`src/rtl/c2h_queue_scheduler_if.sv`:
```
// Packet-request channel between the queue scheduler (master) and the C2H generator (slave).
// valid/ready: a request transfers on a cycle with pkt_req_valid and pkt_req_ready both high;
// once raised, valid and qid hold until that cycle. pkt_done is a one-cycle pulse from the generator.
interface c2h_queue_scheduler_if #(
  parameter int QID_W = 11
);
  logic             pkt_req_valid;
  logic [QID_W-1:0] pkt_req_qid;
  logic             pkt_req_ready;
  logic             pkt_done;

  modport master (output pkt_req_valid, output pkt_req_qid, input pkt_req_ready, input pkt_done);
  modport slave  (input pkt_req_valid, input pkt_req_qid, output pkt_req_ready, output pkt_done);
endinterface

```
`src/rtl/c2h_queue_scheduler.sv`:
```
// Per-queue credit scheduler: accumulates descriptor credits, grants queues round-robin,
// issues one generator request per grant and paces requests by gap and packet count.
module c2h_queue_scheduler #(
  parameter int NUM_Q       = 4,
  parameter int TM_DSC_BITS = 16,
  parameter int QID_W       = 11
) (
  input  logic                         axi_aclk,
  input  logic                         axi_aresetn,
  input  logic                         start,
  input  logic                         abort,
  input  logic [15:0]                  num_pkt,
  input  logic [QID_W-1:0]             qid_base,
  input  logic [$clog2(NUM_Q):0]       num_queue,
  input  logic [31:0]                  cycles_per_pkt,
  input  logic                         credit_updt,
  input  logic [TM_DSC_BITS-1:0]       credit_in,
  input  logic [QID_W-1:0]             credit_qid,
  c2h_queue_scheduler_if.master        req,
  output logic                         busy,
  output logic                         done,
  output logic                         credit_err,
  output logic [15:0]                  pkt_count,
  output logic [2:0]                   dbg_state,  // 0 IDLE, 1 ARB, 2 ISSUE, 3 WAIT, 4 FIN
  output logic [NUM_Q*TM_DSC_BITS-1:0] dbg_credit
);
  localparam int PTR_W = (NUM_Q > 1) ? $clog2(NUM_Q) : 1;
  localparam int NQ_W  = $clog2(NUM_Q) + 1;

  typedef enum logic [2:0] {
    S_IDLE  = 3'd0,
    S_ARB   = 3'd1,
    S_ISSUE = 3'd2,
    S_WAIT  = 3'd3,
    S_FIN   = 3'd4
  } state_t;

  state_t                 state;
  logic [TM_DSC_BITS-1:0] credit     [NUM_Q];
  logic [TM_DSC_BITS-1:0] credit_nxt [NUM_Q];
  logic [TM_DSC_BITS:0]   sum        [NUM_Q];
  logic [NQ_W:0]          scan_idx   [NUM_Q];
  logic [NUM_Q-1:0]       credit_sat;
  logic                   start_q, done_seen, req_valid;
  logic [QID_W-1:0]       req_qid, upd_idx;
  logic [PTR_W-1:0]       rr_ptr, sel, pick, rr_nxt;
  logic [NQ_W-1:0]        nq;
  logic [NQ_W:0]          sel_inc;
  logic [31:0]            gap_cnt, gap_min;
  logic                   upd_ok, grant, found, wait_exit;

  assign req.pkt_req_valid = req_valid;
  assign req.pkt_req_qid   = req_qid;
  assign dbg_state         = state;

  always_comb begin
    if (num_queue == '0)                  nq = NQ_W'(1);
    else if (num_queue > NQ_W'(NUM_Q))    nq = NQ_W'(NUM_Q);
    else                                  nq = num_queue;
  end

  // Negative indices wrap to large unsigned values and fall out of range naturally.
  assign upd_idx   = credit_qid - qid_base;
  assign upd_ok    = credit_updt && (upd_idx < QID_W'(nq));
  assign grant     = (state == S_ISSUE) && req.pkt_req_ready;
  assign gap_min   = (cycles_per_pkt < 32'd3) ? 32'd0 : cycles_per_pkt - 32'd3;
  assign wait_exit = (state == S_WAIT) && (done_seen || req.pkt_done) && (gap_cnt >= gap_min);
  assign sel_inc   = (NQ_W+1)'(sel) + (NQ_W+1)'(1);
  assign rr_nxt    = (sel_inc >= (NQ_W+1)'(nq)) ? '0 : sel_inc[PTR_W-1:0];

  always_comb begin
    dbg_credit = '0;
    for (int q = 0; q < NUM_Q; q++) begin
      sum[q] = {1'b0, credit[q]};
      if (upd_ok && (upd_idx == QID_W'(q))) sum[q] = sum[q] + {1'b0, credit_in};
      if (grant && (sel == PTR_W'(q)))      sum[q] = sum[q] - (TM_DSC_BITS+1)'(1);
      credit_sat[q] = sum[q][TM_DSC_BITS];
      credit_nxt[q] = credit_sat[q] ? '1 : sum[q][TM_DSC_BITS-1:0];
      dbg_credit[q*TM_DSC_BITS +: TM_DSC_BITS] = credit[q];
    end
  end

  // First queue with credit, scanning from rr_ptr and wrapping at the effective queue count.
  always_comb begin
    found = 1'b0;
    pick  = '0;
    for (int k = 0; k < NUM_Q; k++) begin
      scan_idx[k] = (NQ_W+1)'(rr_ptr) + (NQ_W+1)'(k);
      if (scan_idx[k] >= (NQ_W+1)'(nq)) scan_idx[k] = scan_idx[k] - (NQ_W+1)'(nq);
      if (!found && ((NQ_W+1)'(k) < (NQ_W+1)'(nq)) && (scan_idx[k] < (NQ_W+1)'(nq)) &&
          (credit[scan_idx[k][PTR_W-1:0]] != '0)) begin
        found = 1'b1;
        pick  = scan_idx[k][PTR_W-1:0];
      end
    end
  end

  always_ff @(posedge axi_aclk or negedge axi_aresetn) begin
    if (!axi_aresetn) begin
      for (int q = 0; q < NUM_Q; q++) credit[q] <= '0;
      credit_err <= 1'b0;
    end else if (abort) begin
      for (int q = 0; q < NUM_Q; q++) credit[q] <= '0;
      credit_err <= 1'b0;
    end else begin
      for (int q = 0; q < NUM_Q; q++) credit[q] <= credit_nxt[q];
      credit_err <= credit_updt && (!upd_ok || (|credit_sat));
    end
  end

  always_ff @(posedge axi_aclk or negedge axi_aresetn) begin
    if (!axi_aresetn) begin
      state     <= S_IDLE;
      start_q   <= 1'b0;
      req_valid <= 1'b0;
      req_qid   <= '0;
      busy      <= 1'b0;
      done      <= 1'b0;
      pkt_count <= '0;
      rr_ptr    <= '0;
      sel       <= '0;
      gap_cnt   <= '0;
      done_seen <= 1'b0;
    end else begin
      start_q <= start;
      done    <= 1'b0;
      if (abort) begin
        state     <= S_IDLE;
        req_valid <= 1'b0;
        busy      <= 1'b0;
      end else begin
        case (state)
          S_IDLE: if (start && !start_q) begin
            pkt_count <= '0;
            rr_ptr    <= '0;
            if (num_pkt == '0) state <= S_FIN;
            else begin
              state <= S_ARB;
              busy  <= 1'b1;
            end
          end
          S_ARB: if (found) begin
            sel       <= pick;
            req_qid   <= qid_base + QID_W'(pick);
            req_valid <= 1'b1;
            state     <= S_ISSUE;
          end
          S_ISSUE: if (req.pkt_req_ready) begin
            req_valid <= 1'b0;
            pkt_count <= pkt_count + 16'd1;
            rr_ptr    <= rr_nxt;
            gap_cnt   <= '0;
            done_seen <= 1'b0;
            state     <= S_WAIT;
          end
          S_WAIT: begin
            if (gap_cnt != '1) gap_cnt <= gap_cnt + 32'd1;
            if (req.pkt_done)  done_seen <= 1'b1;
            if (wait_exit) begin
              if (pkt_count == num_pkt) begin
                state <= S_FIN;
                busy  <= 1'b0;
              end else begin
                state <= S_ARB;
              end
            end
          end
          S_FIN: begin
            done  <= 1'b1;
            state <= S_IDLE;
          end
          default: state <= S_IDLE;
        endcase
      end
    end
  end
endmodule
```
`src/flat_wrapper.sv`:
```
// flat-port wrapper written by rule: the top's interface ports become plain ports
module c2h_queue_scheduler_flat 
#(
  parameter int NUM_Q       = 4,
  parameter int TM_DSC_BITS = 16,
  parameter int QID_W       = 11
)
  (axi_aclk, axi_aresetn, start, abort, num_pkt, qid_base, num_queue, cycles_per_pkt, credit_updt, credit_in, credit_qid, busy, done, credit_err, pkt_count, dbg_state, dbg_credit, req_pkt_req_valid, req_pkt_req_qid, req_pkt_req_ready, req_pkt_done);
  c2h_queue_scheduler_if #(.QID_W(QID_W)) req_i ();
  input  logic axi_aclk;
  input  logic axi_aresetn;
  input  logic start;
  input  logic abort;
  input  logic [15:0] num_pkt;
  input  logic [QID_W-1:0] qid_base;
  input  logic [$clog2(NUM_Q):0] num_queue;
  input  logic [31:0] cycles_per_pkt;
  input  logic credit_updt;
  input  logic [TM_DSC_BITS-1:0] credit_in;
  input  logic [QID_W-1:0] credit_qid;
  output logic busy;
  output logic done;
  output logic credit_err;
  output logic [15:0] pkt_count;
  output logic [2:0] dbg_state;
  output logic [NUM_Q*TM_DSC_BITS-1:0] dbg_credit;
  output wire logic [$bits(req_i.pkt_req_valid)-1:0] req_pkt_req_valid;
  output wire logic [$bits(req_i.pkt_req_qid)-1:0] req_pkt_req_qid;
  input wire logic [$bits(req_i.pkt_req_ready)-1:0] req_pkt_req_ready;
  input wire logic [$bits(req_i.pkt_done)-1:0] req_pkt_done;
  assign req_pkt_req_valid = req_i.pkt_req_valid;
  assign req_pkt_req_qid = req_i.pkt_req_qid;
  assign req_i.pkt_req_ready = req_pkt_req_ready;
  assign req_i.pkt_done = req_pkt_done;
  c2h_queue_scheduler #(.NUM_Q(NUM_Q), .TM_DSC_BITS(TM_DSC_BITS), .QID_W(QID_W)) u_core (.axi_aclk(axi_aclk), .axi_aresetn(axi_aresetn), .start(start), .abort(abort), .num_pkt(num_pkt), .qid_base(qid_base), .num_queue(num_queue), .cycles_per_pkt(cycles_per_pkt), .credit_updt(credit_updt), .credit_in(credit_in), .credit_qid(credit_qid), .req(req_i), .busy(busy), .done(done), .credit_err(credit_err), .pkt_count(pkt_count), .dbg_state(dbg_state), .dbg_credit(dbg_credit));
endmodule
```
`config.mk`:
```
export PLATFORM = sky130hd
export DESIGN_NAME = c2h_queue_scheduler_flat
export DESIGN_NICKNAME = d
export VERILOG_FILES = /design/src/rtl/c2h_queue_scheduler_if.sv /design/src/rtl/c2h_queue_scheduler.sv /design/src/flat_wrapper.sv
export SDC_FILE = /design/constraint.sdc
export NUM_CORES = 1
export LEC_CHECK = 0
export ABC_AREA = 1
export CORE_ASPECT_RATIO = 1.2
export CORE_UTILIZATION = 24
export CTS_CLUSTER_SIZE = 14
export DETAILED_ROUTE_END_ITERATION = 10
export PLACE_DENSITY = 0.43
export SLEW_MARGIN = 40
export SYNTH_ARGS = -nofsm -noshare
export SYNTH_HDL_FRONTEND = slang
export SYNTH_SLANG_ARGS = --single-unit
```
`constraint.sdc`:
```
create_clock -name axi_aclk -period 7.5 [get_ports axi_aclk]
set_input_delay 1.875 -clock axi_aclk [delete_from_list [all_inputs] [get_ports axi_aclk]]
set_output_delay 1.875 -clock axi_aclk [all_outputs]
set_load 0.01 [all_outputs]
```
==> flow_metrics.env <==
export IMPL_status="complete, no violations"
export IMPL_start_util=0.244
export IMPL_post_route_period_util=0.887
export IMPL_final_layout_size_suffix_gt1_frac=0.0753
export IMPL_routed_wl_mm=55.3
export IMPL_yosysMostFrequentCell="nand2_1"
export IMPL_synth_area_leaders="dfrtp_1 22%, nand2_1 14%, ha_1 11%, inv_1 7.9%, nor2_1 5.6%"
export IMPL_dpl_cell_area_mm2=0.0187
export IMPL_multi_input_area_mm2=0.0109
export IMPL_grt_pass1_vias=16000
export IMPL_clk_latency_ps=500
export IMPL_cpLargestDelayFamily="simple AND/OR/NAND/NOR gates"
export IMPL_netlist_top_cells_count="582 x nand2_1, 331 x inv_1, 234 x nor2_1"
export IMPL_nets=2816
export IMPL_cts_tree="yes"
export IMPL_fin_setup_tns_ps=0
export IMPL_hold_path_class="register to register"
export IMPL_cts_htree_levels=4
export IMPL_cts_made_buffers=17
export IMPL_dpl_hpwl_mm=45.1
export IMPL_crit_cells=30
export IMPL_io_buffer_count=193
export IMPL_endpoint_kind="register"
export IMPL_yosysSeqAreaShare=0.215
export IMPL_met1_usage=0.206
export IMPL_synthesis_area_mm2=0.0158
export IMPL_worstPathRequired_ps=7920
export IMPL_antenna_found_initial=1
export IMPL_met3_usage=0.0368
export IMPL_arrival_ps=7070
export IMPL_p_leak_nw=9.66
export IMPL_worst_r2r_setup_slack_ps=2160
export IMPL_fin_worst_skew_ps=12.1
export IMPL_firstDrtPassIters=5
export IMPL_core_mm2=0.0648
export IMPL_post_cts_buffers=0
export IMPL_grt_busiest_layer="met2"
export IMPL_synth_area_leader_cell="dfrtp_1"
export IMPL_ant_nets=0
export IMPL_slowest_stage="clkdlybuf4s50_1"
export IMPL_wl_per_cell_um=16.2
export IMPL_finalMaxSlewViolations=0
export IMPL_clock_path_buffers=2
export IMPL_synth_fp_nets=2624
export IMPL_ys_ff_latch=136
export IMPL_die_y_um=283
export IMPL_path_max_fanout=6
export IMPL_final_cells=3410
export IMPL_routed_via_density=4.64
export IMPL_ff_latch_area_mm2=0.00340
export IMPL_drt_initial_drc_count=769
export IMPL_ff2ff_path_depth=28
export IMPL_cp_slowest_stage_delay_ps=520
export IMPL_slew_headroom=0.522
export IMPL_cts_clk_slew_worst_paths_ps=70
export IMPL_max_freq_ghz=0.150
export IMPL_n_fill_cell=7145
export IMPL_synthArstFlopShare=1.00
export IMPL_criticalPathCategory="input pin to register"
export IMPL_cts_resized=0
export IMPL_synth_edff_count=0
export IMPL_core_rowCount=102
export IMPL_grt_pass1_wl_mm=87.7
export IMPL_finalCriticalPeriod_ps=6650
export IMPL_tightestPinTransition_ps=715
export IMPL_gr_usage_all_layers=0.168
export IMPL_maxCapViolCount=0
export IMPL_drc=0
export IMPL_powerDensity_mw_per_mm2=218
export IMPL_areaGrowthSynthToFinish_pct=22.1
export IMPL_synth_ff_type="dfrtp_1"
export IMPL_max_vdd_ir_drop_mv=0.174
export IMPL_use_met2=0.290
export IMPL_cp_num_buf_inv=6
export IMPL_place_congestion=0.873
export IMPL_crit_top_cell="nand2_1"
export IMPL_io_pins=194
export IMPL_root_buffer="clkbuf_16"
export IMPL_cts_sinks=136
export IMPL_hold_viol=0
export IMPL_postCtsHoldBufs=0
export IMPL_syn_inst=2372
export IMPL_yosysTopAreaCellShare=0.215
export IMPL_worstSetupStartpointType="input pin"
export IMPL_synth_avg_cell_area_um2=6.67
export IMPL_die_w_um=236
export IMPL_dpl_cell_count=3376
export IMPL_final_area_mm2=0.0193
export IMPL_overflow=0
export IMPL_dieArea_mm2=0.0669
export IMPL_grt_max_degree=56
export IMPL_setup_violations=0
export IMPL_rsz0062_at_grt="false"
export IMPL_ys_types=64
export IMPL_fin_hold_ws_ps=507
export IMPL_vias=15800
export IMPL_yosys_warnings=0
export IMPL_hold_depth=2
cell usage in the layout, fill, tap and decap left out, types with 19 or more instances in the layout:
cell and instances:
xnor2_1 40, a21oi_1 136, o21ai_1 23, o21ai_2 20, nor2_1 234, nand2_2 19, o21ai_0 91, ha_1 143
nor4_1 25, nor2_2 19, nand4_1 61, clkdlybuf4s50_1 191, xor2_1 73, nand2_1 582, nand3_1 160, dfrtp_1 136
nor3_1 47, inv_1 331
per-stage QoR:
stage	power [mW]	setup slack, ps	util
after floorplan	2.50	1440	-
after global placement	3.30	451	0.288
after detailed placement	3.33	342	0.288
after CTS	4.27	870	0.297
after global routing	4.59	268	0.298
final	4.21	845	0.298
power breakdown:
group / internal [mW] / leakage [nW] / total (mW) / switching, mW
logic: 0.859 / 7.52 / 2.26 / 1.40
clock network: 0.476 / 0.290 / 0.908 / 0.433
registers: 0.865 / 1.86 / 1.04 / 0.171
tightest hold or removal path, cell delays in order, from the launching register on:
cell and delay, ps:
dfrtp_1 360, nand2_1 50, o21ai_0 60
metal layers:
layer	vias up	wire (um)
li1	8224	-
met1	7306	24900
met2	243	26900
met3	58	2270
met4	0	1230
met5	-	0
flip-flops by register name, indices dropped and copies added (netlist names):
register,cells
u_core.busy,1
u_core.credit_err,1
u_core.dbg_credit,64
u_core.dbg_state,3
u_core.done,1
u_core.done_seen,1
u_core.gap_cnt,32
u_core.pkt_count,16
u_core.req.pkt_req_qid,11
u_core.req.pkt_req_valid,1
u_core.rr_ptr,2
u_core.sel,2
u_core.start_q,1
cells by family after synthesis:
family	synth area share
and+or+nand+nor	0.356
buffers and inverters	0.0947
AOI/OAI and AO/OA	0.141
adders and majority gates	0.130
DFF	0.215
xor gates and xnor gates	0.0626
muxes	0.000712
area by class of cell:
class	instances	area share
multi-input combinational	1857	0.566
sequential	136	0.176
timing repair buffer	207	0.106
inverter	345	0.0671
tap	832	0.0539
clock buffer	17	0.0220
clock inverter	15	0.00895
antenna	1	0.000130
worst paths after layout:
kind	startpoint	to
setup / recovery	num_queue[2]	u_core.req.pkt_req_qid[10]
hold / removal	u_core.req.pkt_req_qid[7]	u_core.req.pkt_req_qid[7]
setup reg to reg	u_core.rr_ptr[1]	u_core.req.pkt_req_qid[10]
hold reg to reg	u_core.req.pkt_req_qid[7]	u_core.req.pkt_req_qid[7]
max in group asynchronous	axi_aresetn	u_core.pkt_count[4]
min in group asynchronous	axi_aresetn	u_core.dbg_credit[27]
(Power assumes the default switching activity.)
